File: config.mk
export PLATFORM = sky130hd
export DESIGN_NAME = regfile_wb_ctrl
export DESIGN_NICKNAME = d
export VERILOG_FILES = /design/src/rtl/rv32_pkg.sv /design/src/rtl/wb_ldq.sv /design/src/rtl/regfile_wb_ctrl.sv
export SDC_FILE = /design/constraint.sdc
export NUM_CORES = 1
export LEC_CHECK = 0
export BUFFER_PORTS_ARGS = -buffer_cell sky130_fd_sc_hd__buf_4
export CAP_MARGIN = 20
export CORE_ASPECT_RATIO = 0.7
export CORE_MARGIN = 1.5
export CORE_UTILIZATION = 50
export CTS_CLUSTER_DIAMETER = 200
export DETAILED_ROUTE_END_ITERATION = 6
export PLACE_DENSITY = 0.7
export SLEW_MARGIN = 5
export SYNTH_ARGS = -nofsm -noshare
export SYNTH_HDL_FRONTEND = slang
export SYNTH_SLANG_ARGS = --single-unit
File: constraint.sdc
create_clock -name clk_i -period 2.8 [get_ports clk_i]
set_clock_uncertainty 0.1 [all_clocks]
set_input_delay 0.14 -clock clk_i [delete_from_list [all_inputs] [get_ports clk_i]]
set_output_delay 0.14 -clock clk_i [all_outputs]
set_load 0.01 [all_outputs]
File: src/rtl/rv32_pkg.sv
// Shared register-file writeback types: data/address widths and the writeback entry.
package rv32_pkg;

  localparam int unsigned XLEN     = 32;
  localparam int unsigned REG_AW   = 5;
  localparam int unsigned NUM_REGS = 32;

  typedef logic [XLEN-1:0]   xdata_t;
  typedef logic [REG_AW-1:0] reg_addr_t;

  // One pending register write; live=0 means the slot carries no write.
  typedef struct packed {
    logic      live;
    reg_addr_t rd;
    xdata_t    data;
  } wb_entry_t;

  // One-hot decode of a register address into a per-register mask.
  function automatic logic [NUM_REGS-1:0] reg_onehot(reg_addr_t r);
    logic [NUM_REGS-1:0] m;
    m    = '0;
    m[r] = 1'b1;
    return m;
  endfunction

endpackage

File: src/rtl/wb_ldq.sv
// Load writeback queue: circular buffer of writeback entries with a per-entry live bit,
// a kill-by-rd port for write-after-write suppression, and all entries exposed in age order.
module wb_ldq
  import rv32_pkg::*;
#(
  parameter int unsigned Depth = 4
) (
  input  logic                  clk_i,
  input  logic                  rst_ni,
  input  logic                  push_i,
  input  wb_entry_t             push_entry_i,
  input  logic                  pop_i,
  input  logic                  kill_i,
  input  reg_addr_t             kill_rd_i,
  output logic                  full_o,
  output logic                  empty_o,
  output wb_entry_t             head_o,
  output wb_entry_t [Depth-1:0] age_entry_o,
  output logic      [Depth-1:0] age_valid_o
);

  localparam int unsigned PtrW = (Depth > 1) ? $clog2(Depth) : 1;
  localparam int unsigned CntW = PtrW + 1;

  logic [PtrW-1:0]       wr_ptr_q, wr_ptr_d;
  logic [PtrW-1:0]       rd_ptr_q, rd_ptr_d;
  logic [CntW-1:0]       cnt_q, cnt_d;
  wb_entry_t [Depth-1:0] mem_q, mem_d;
  logic                  push_ok;
  logic                  pop_ok;

  assign full_o  = (cnt_q == CntW'(Depth));
  assign empty_o = (cnt_q == '0);
  assign push_ok = push_i && !full_o;
  assign pop_ok  = pop_i && !empty_o;
  assign head_o  = mem_q[rd_ptr_q];

  // Next-state: kill matching stored entries first, then write the new entry into the free slot,
  // so a same-cycle push to the killed register stays live.
  always_comb begin
    mem_d = mem_q;
    if (kill_i) begin
      for (int unsigned i = 0; i < Depth; i++) begin
        if (mem_q[i].rd == kill_rd_i) begin
          mem_d[i].live = 1'b0;
        end
      end
    end
    if (push_ok) begin
      mem_d[wr_ptr_q] = push_entry_i;
    end
    // Depth is a power of two, so pointer overflow wraps modulo Depth.
    wr_ptr_d = wr_ptr_q + PtrW'(push_ok);
    rd_ptr_d = rd_ptr_q + PtrW'(pop_ok);
    cnt_d    = cnt_q + CntW'(push_ok) - CntW'(pop_ok);
  end

  // Queue state registers; reset discards every queued entry.
  always_ff @(posedge clk_i or negedge rst_ni) begin
    if (!rst_ni) begin
      mem_q    <= '0;
      wr_ptr_q <= '0;
      rd_ptr_q <= '0;
      cnt_q    <= '0;
    end else begin
      mem_q    <= mem_d;
      wr_ptr_q <= wr_ptr_d;
      rd_ptr_q <= rd_ptr_d;
      cnt_q    <= cnt_d;
    end
  end

  // Age-ordered view: index 0 is the head (oldest), higher indices are younger.
  for (genvar g = 0; g < Depth; g++) begin : g_age
    logic [PtrW-1:0] idx;
    assign idx            = rd_ptr_q + PtrW'(g);
    assign age_entry_o[g] = mem_q[idx];
    assign age_valid_o[g] = (CntW'(g) < cnt_q);
  end

endmodule

File: src/rtl/regfile_wb_ctrl.sv
// Register-file writeback controller: merges never-stalled ALU writebacks and queued load
// writebacks into the single write port, kills stale queued loads on WAW, and forwards
// pending values to two read operands.
module regfile_wb_ctrl
  import rv32_pkg::*;
#(
  parameter int unsigned Depth = 4
) (
  input  logic                clk_i,
  input  logic                rst_ni,
  input  logic                alu_valid_i,
  input  logic [REG_AW-1:0]   alu_rd_i,
  input  logic [XLEN-1:0]     alu_data_i,
  input  logic                ld_valid_i,
  output logic                ld_ready_o,
  input  logic [REG_AW-1:0]   ld_rd_i,
  input  logic [XLEN-1:0]     ld_data_i,
  output logic                rf_we_o,
  output logic [REG_AW-1:0]   rf_rd_o,
  output logic [XLEN-1:0]     rf_wdata_o,
  input  logic [REG_AW-1:0]   rs1_i,
  input  logic [REG_AW-1:0]   rs2_i,
  output logic                fwd1_hit_o,
  output logic [XLEN-1:0]     fwd1_data_o,
  output logic                fwd2_hit_o,
  output logic [XLEN-1:0]     fwd2_data_o,
  output logic [NUM_REGS-1:0] busy_o
);

  wb_entry_t             out_q, out_d;
  wb_entry_t             head;
  wb_entry_t [Depth-1:0] age_entry;
  logic      [Depth-1:0] age_valid;
  logic                  q_full;
  logic                  q_empty;
  logic                  alu_sel;
  logic                  q_pop;
  logic                  q_push;
  wb_entry_t             push_entry;

  // ALU wins the port whenever it has a real destination; x0 writes are ignored.
  assign alu_sel    = alu_valid_i && (alu_rd_i != '0);
  assign q_pop      = !alu_sel && !q_empty;
  assign ld_ready_o = !q_full;
  // Loads to x0 are accepted but never enter the queue.
  assign q_push     = ld_valid_i && !q_full && (ld_rd_i != '0);
  assign push_entry = '{live: 1'b1, rd: ld_rd_i, data: ld_data_i};

  wb_ldq #(
    .Depth(Depth)
  ) u_ldq (
    .clk_i       (clk_i),
    .rst_ni      (rst_ni),
    .push_i      (q_push),
    .push_entry_i(push_entry),
    .pop_i       (q_pop),
    .kill_i      (alu_sel),
    .kill_rd_i   (alu_rd_i),
    .full_o      (q_full),
    .empty_o     (q_empty),
    .head_o      (head),
    .age_entry_o (age_entry),
    .age_valid_o (age_valid)
  );

  // Select the write for next cycle: ALU, else live head; a dead head is popped silently.
  always_comb begin
    out_d = '0;
    if (alu_sel) begin
      out_d = '{live: 1'b1, rd: alu_rd_i, data: alu_data_i};
    end else if (!q_empty && head.live) begin
      out_d = head;
    end
  end

  // Registered write-port stage; out_q.live doubles as the write enable.
  always_ff @(posedge clk_i or negedge rst_ni) begin
    if (!rst_ni) begin
      out_q <= '0;
    end else begin
      out_q <= out_d;
    end
  end

  assign rf_we_o    = out_q.live;
  assign rf_rd_o    = out_q.rd;
  assign rf_wdata_o = out_q.data;

  reg_addr_t [1:0] rs_sel;
  logic      [1:0] fwd_hit;
  xdata_t    [1:0] fwd_data;

  assign rs_sel[0]   = rs1_i;
  assign rs_sel[1]   = rs2_i;
  assign fwd1_hit_o  = fwd_hit[0];
  assign fwd1_data_o = fwd_data[0];
  assign fwd2_hit_o  = fwd_hit[1];
  assign fwd2_data_o = fwd_data[1];

  for (genvar k = 0; k < 2; k++) begin : g_fwd
    // Forward the newest pending value: ALU input, then youngest live queue entry, then output stage.
    always_comb begin
      fwd_hit[k]  = 1'b0;
      fwd_data[k] = '0;
      if (rs_sel[k] != '0) begin
        if (alu_valid_i && (alu_rd_i == rs_sel[k])) begin
          fwd_hit[k]  = 1'b1;
          fwd_data[k] = alu_data_i;
        end else begin
          // Later iterations are younger, so the last match wins.
          for (int unsigned i = 0; i < Depth; i++) begin
            if (age_valid[i] && age_entry[i].live && (age_entry[i].rd == rs_sel[k])) begin
              fwd_hit[k]  = 1'b1;
              fwd_data[k] = age_entry[i].data;
            end
          end
          if (!fwd_hit[k] && out_q.live && (out_q.rd == rs_sel[k])) begin
            fwd_hit[k]  = 1'b1;
            fwd_data[k] = out_q.data;
          end
        end
      end
    end
  end

  // Scoreboard of registers with a write still in flight (queue or output stage).
  always_comb begin
    busy_o = '0;
    for (int unsigned i = 0; i < Depth; i++) begin
      if (age_valid[i] && age_entry[i].live) begin
        busy_o = busy_o | reg_onehot(age_entry[i].rd);
      end
    end
    if (out_q.live) begin
      busy_o = busy_o | reg_onehot(out_q.rd);
    end
    busy_o[0] = 1'b0;
  end

endmodule

==> results.json <==
{
  "grt_max_degree": 87,
  "synthCells": 1855,
  "slowest_stage": "mux4_2",
  "fin_ws_ns": -1.07,
  "rows": 55,
  "design.die.area_sq_um": 34100,
  "via_per_inst": 6.67,
  "dieHeight_um": 155,
  "ys_warn_count": 0,
  "core-area_sq_um": 32400,
  "path_depth": 11,
  "arrival_ns": 3.63,
  "globalRoute.totalOverflow": 0,
  "synth_top_area_frac": 0.299,
  "rrSetupSlack_ns": 0.07,
  "critPathMaxStageDelay_ns": 0.59,
  "seq_area_frac_synth": 0.299,
  "rr_worst_depth": 9,
  "cp_max_fo": 8,
  "vdd_ir_drop_max_mv": 1.21,
  "ant_nets": 0,
  "critPathTopFamily": "compound AO/OA/AOI/OAI gates",
  "power_leakage_nw": 10.9,
  "maxSlewHeadroom": 0.431,
  "clock_latency_ns": 0.47,
  "wire_per_inst_um": 28.0,
  "layout_common_cells": "556 x buf_4, 250 x nand2_1, 202 x mux2_2, 195 x dfrtp_1, 108 x mux2i_1",
  "fmax_ghz": 0.258,
  "place_ws_ns": -0.658,
  "dpl.hpwl_mm": 58.2,
  "grt_pass1_wl_mm": 114,
  "outcome": "finished, violations left",
  "m1WireLength_mm": 34.6,
  "tightestPinTransition_ns": 0.851,
  "cap_violations": 0,
  "worst-path-buf-inv": 4,
  "die_width_um": 220,
  "pin_count": 225,
  "wl_met2_mm": 30.4,
  "synth_cell_types": 72,
  "top_layer_used": "met5",
  "htreeDepth": 4,
  "synth_area_per_cell_sq_um": 8.90,
  "slew_violations": 0,
  "synth_area_sq_um": 16500,
  "drtPass1Iterations": 7,
  "floorplan.initialDensity": 0.509,
  "cts_buffers": 17,
  "synth.net_count": 1950,
  "place.gp.congestion": 1.13,
  "num_vias": 19200,
  "min_path_type": "input pin to flip-flop",
  "root_buffer": "clkbuf_16",
  "cts.clk_slew.worst_paths_ns": 0.08,
  "path_class": "flip-flop to primary output",
  "crit_chain": "buf_8 > mux4_2 > xnor2_1 > nand4_1 > a2111o_1 > buf_6 > clkbuf_16 > o22ai_1 > o221ai_2 > a21oi_2 > buf_4",
  "whs_ns": 0.0853,
  "hold_violations": 0,
  "required_ns": 2.56,
  "worstSetupStartpointType": "flip-flop",
  "period_needed_ns": 3.87,
  "yosys.area.top_type": "dfrtp_1",
  "layout_commonest_cell": "buf_4",
  "grt.total_usage": 0.456,
  "grt_pass1_vias": 17700,
  "violations": "design-rule violations, negative setup slack",
  "crit_path_end_kind": "primary output",
  "post-route-period-util": 1.38,
  "syn2layout_area_growth_pct": 51.2,
  "cts_buffer_depth": 2,
  "wl_mm": 80.5,
  "antenna_found_initial": 1,
  "ys_top_cells_by_area": "dfrtp_1 30%, mux2_2 14%, mux2i_1 7.0%",
  "setup_viol": 97,
  "drive_gt1_frac": 0.489,
  "cts_tree": "built",
  "wl_met3_mm": 14.3,
  "p_per_area_nw_per_um2": 1630,
  "synth-edff-count": 0,
  "io_buffer_count": 223,
  "cts.sinks": 197,
  "rsz0062_at_grt": "yes",
  "nFillCells": 2149,
  "drt_iter0_markers": 2990,
  "ys_ff_latch": 197,
  "drc": 26,
  "n_antenna_cell": 0,
  "min_delay_path_depth": 4,
  "synth-main-ff-cell": "dfrtp_1",
  "async_reset_ff_frac": 1.00,
  "nets": 2534
}
==> cells in the mapped netlist (13+ instances only) <==
cell type / n
nand3_1: 48
buf_1: 22
buf_6: 14
a2bb2oi_1: 15
o21ai_0: 95
mux2i_1: 115
nor3b_1: 15
nor3_1: 62
a221oi_1: 19
inv_1: 16
a21oi_1: 75
o221ai_1: 54
xor2_1: 43
mux4_2: 24
o21a_1: 13
mux2_2: 202
o22ai_1: 20
xnor2_1: 43
o31ai_1: 41
nor2_1: 131
clkbuf_1: 91
dfrtp_1: 197
a22oi_1: 62
buf_2: 27
nand2_1: 253
==> worst register-to-register path, stage by stage, from the launching register on <==
cell     delay [ns]
dfrtp_4        0.51
buf_4          0.17
buf_4          0.20
buf_12         0.29
mux2_2         0.27
nor2_1         0.05
a21oi_1        0.44
inv_1          0.19
buf_4          0.18
o31ai_1        0.23
==> logic make-up after synthesis <==
| logic type | count (synthesis) | share of synthesized area |
|---|---|---|
| flip-flops | 197 | 0.299 |
| adder cells (fa/ha/maj) | 7 | 0.00576 |
| AO/OA/AOI/OAI | 463 | 0.197 |
| XOR/XNOR | 88 | 0.0476 |
| other | 1 | 0.000227 |
| multiplexers | 344 | 0.243 |
| AND/OR/NAND/NOR | 574 | 0.155 |
| buffers and inverters | 181 | 0.0525 |
==> where the power goes <==
group          internal (W)  total [W]  switching [W]  leakage (nW)
clock               0.00131    0.00263        0.00132         0.300
combinational        0.0145     0.0319         0.0174          8.29
sequential          0.00432    0.00603        0.00171          2.34
==> stage by stage <==
stage	cell area (sq um)	setup TNS, ns	power (W)	utilization	cells
5_1_grt	25000	-77.87	0.0417	0.771	2879
3_3_place_gp	21500	-33.14	0.0322	0.664	2718
3_5_place_dp	21500	-34.24	0.0326	0.664	2718
4_1_cts	23800	-63.88	0.0368	0.735	2853
2_1_floorplan	17000	-3.37	0.0189	-	1855
6_report	25000	-72.01	0.0406	0.771	2879
==> per-layer routing <==
metal | track usage | vias up
met5 | 0 | -
met4 | 0.0577 | 4
met3 | 0.249 | 144
met2 | 0.576 | 1539
met1 | 0.680 | 9419
li1 | - | 8108
==> area by class of cell <==
type                            instances  area [sq um]  share of cell area
Multi-Input combinational cell       1478         12400               0.497
Timing Repair Buffer                  729          6390               0.256
Sequential cell                       197          4940               0.198
Tap cell                              427           534              0.0214
Clock buffer                           18           429              0.0172
Clock inverter                         14           198             0.00792
Inverter                               16          67.6             0.00271
==> timing repair <==
| item | 4_1_cts | 5_1_grt |
|---|---|---|
| pin swaps | 19 | 61 |
| gates cloned | 4 | 4 |
| hold buffers | 72 | 0 |
| hold endpoints to repair | 261 | 0 |
| endpoints found under the setup margin | 98 | 99 |
| setup buffers | 27 | 23 |
| resized for setup | 133 | 181 |
==> path summary, 6_finish.rpt <==
check,startpoint,to
setup / recovery,u_ldq.rd_ptr_q[1]$_DFF_PN0_,fwd2_data_o[20]
setup reg to reg,u_ldq.rd_ptr_q[1]$_DFF_PN0_,rf_wdata_o[29]$_DFF_PN0_
max in group asynchronous,rst_ni,asynchronous set/reset pin
hold reg to reg,flip-flop,flip-flop
min in group asynchronous,rst_ni,asynchronous set/reset pin
hold / removal,alu_rd_i[2],rf_rd_o[2]$_DFF_PN0_
Note: power is estimated with default switching activity, not from simulation.
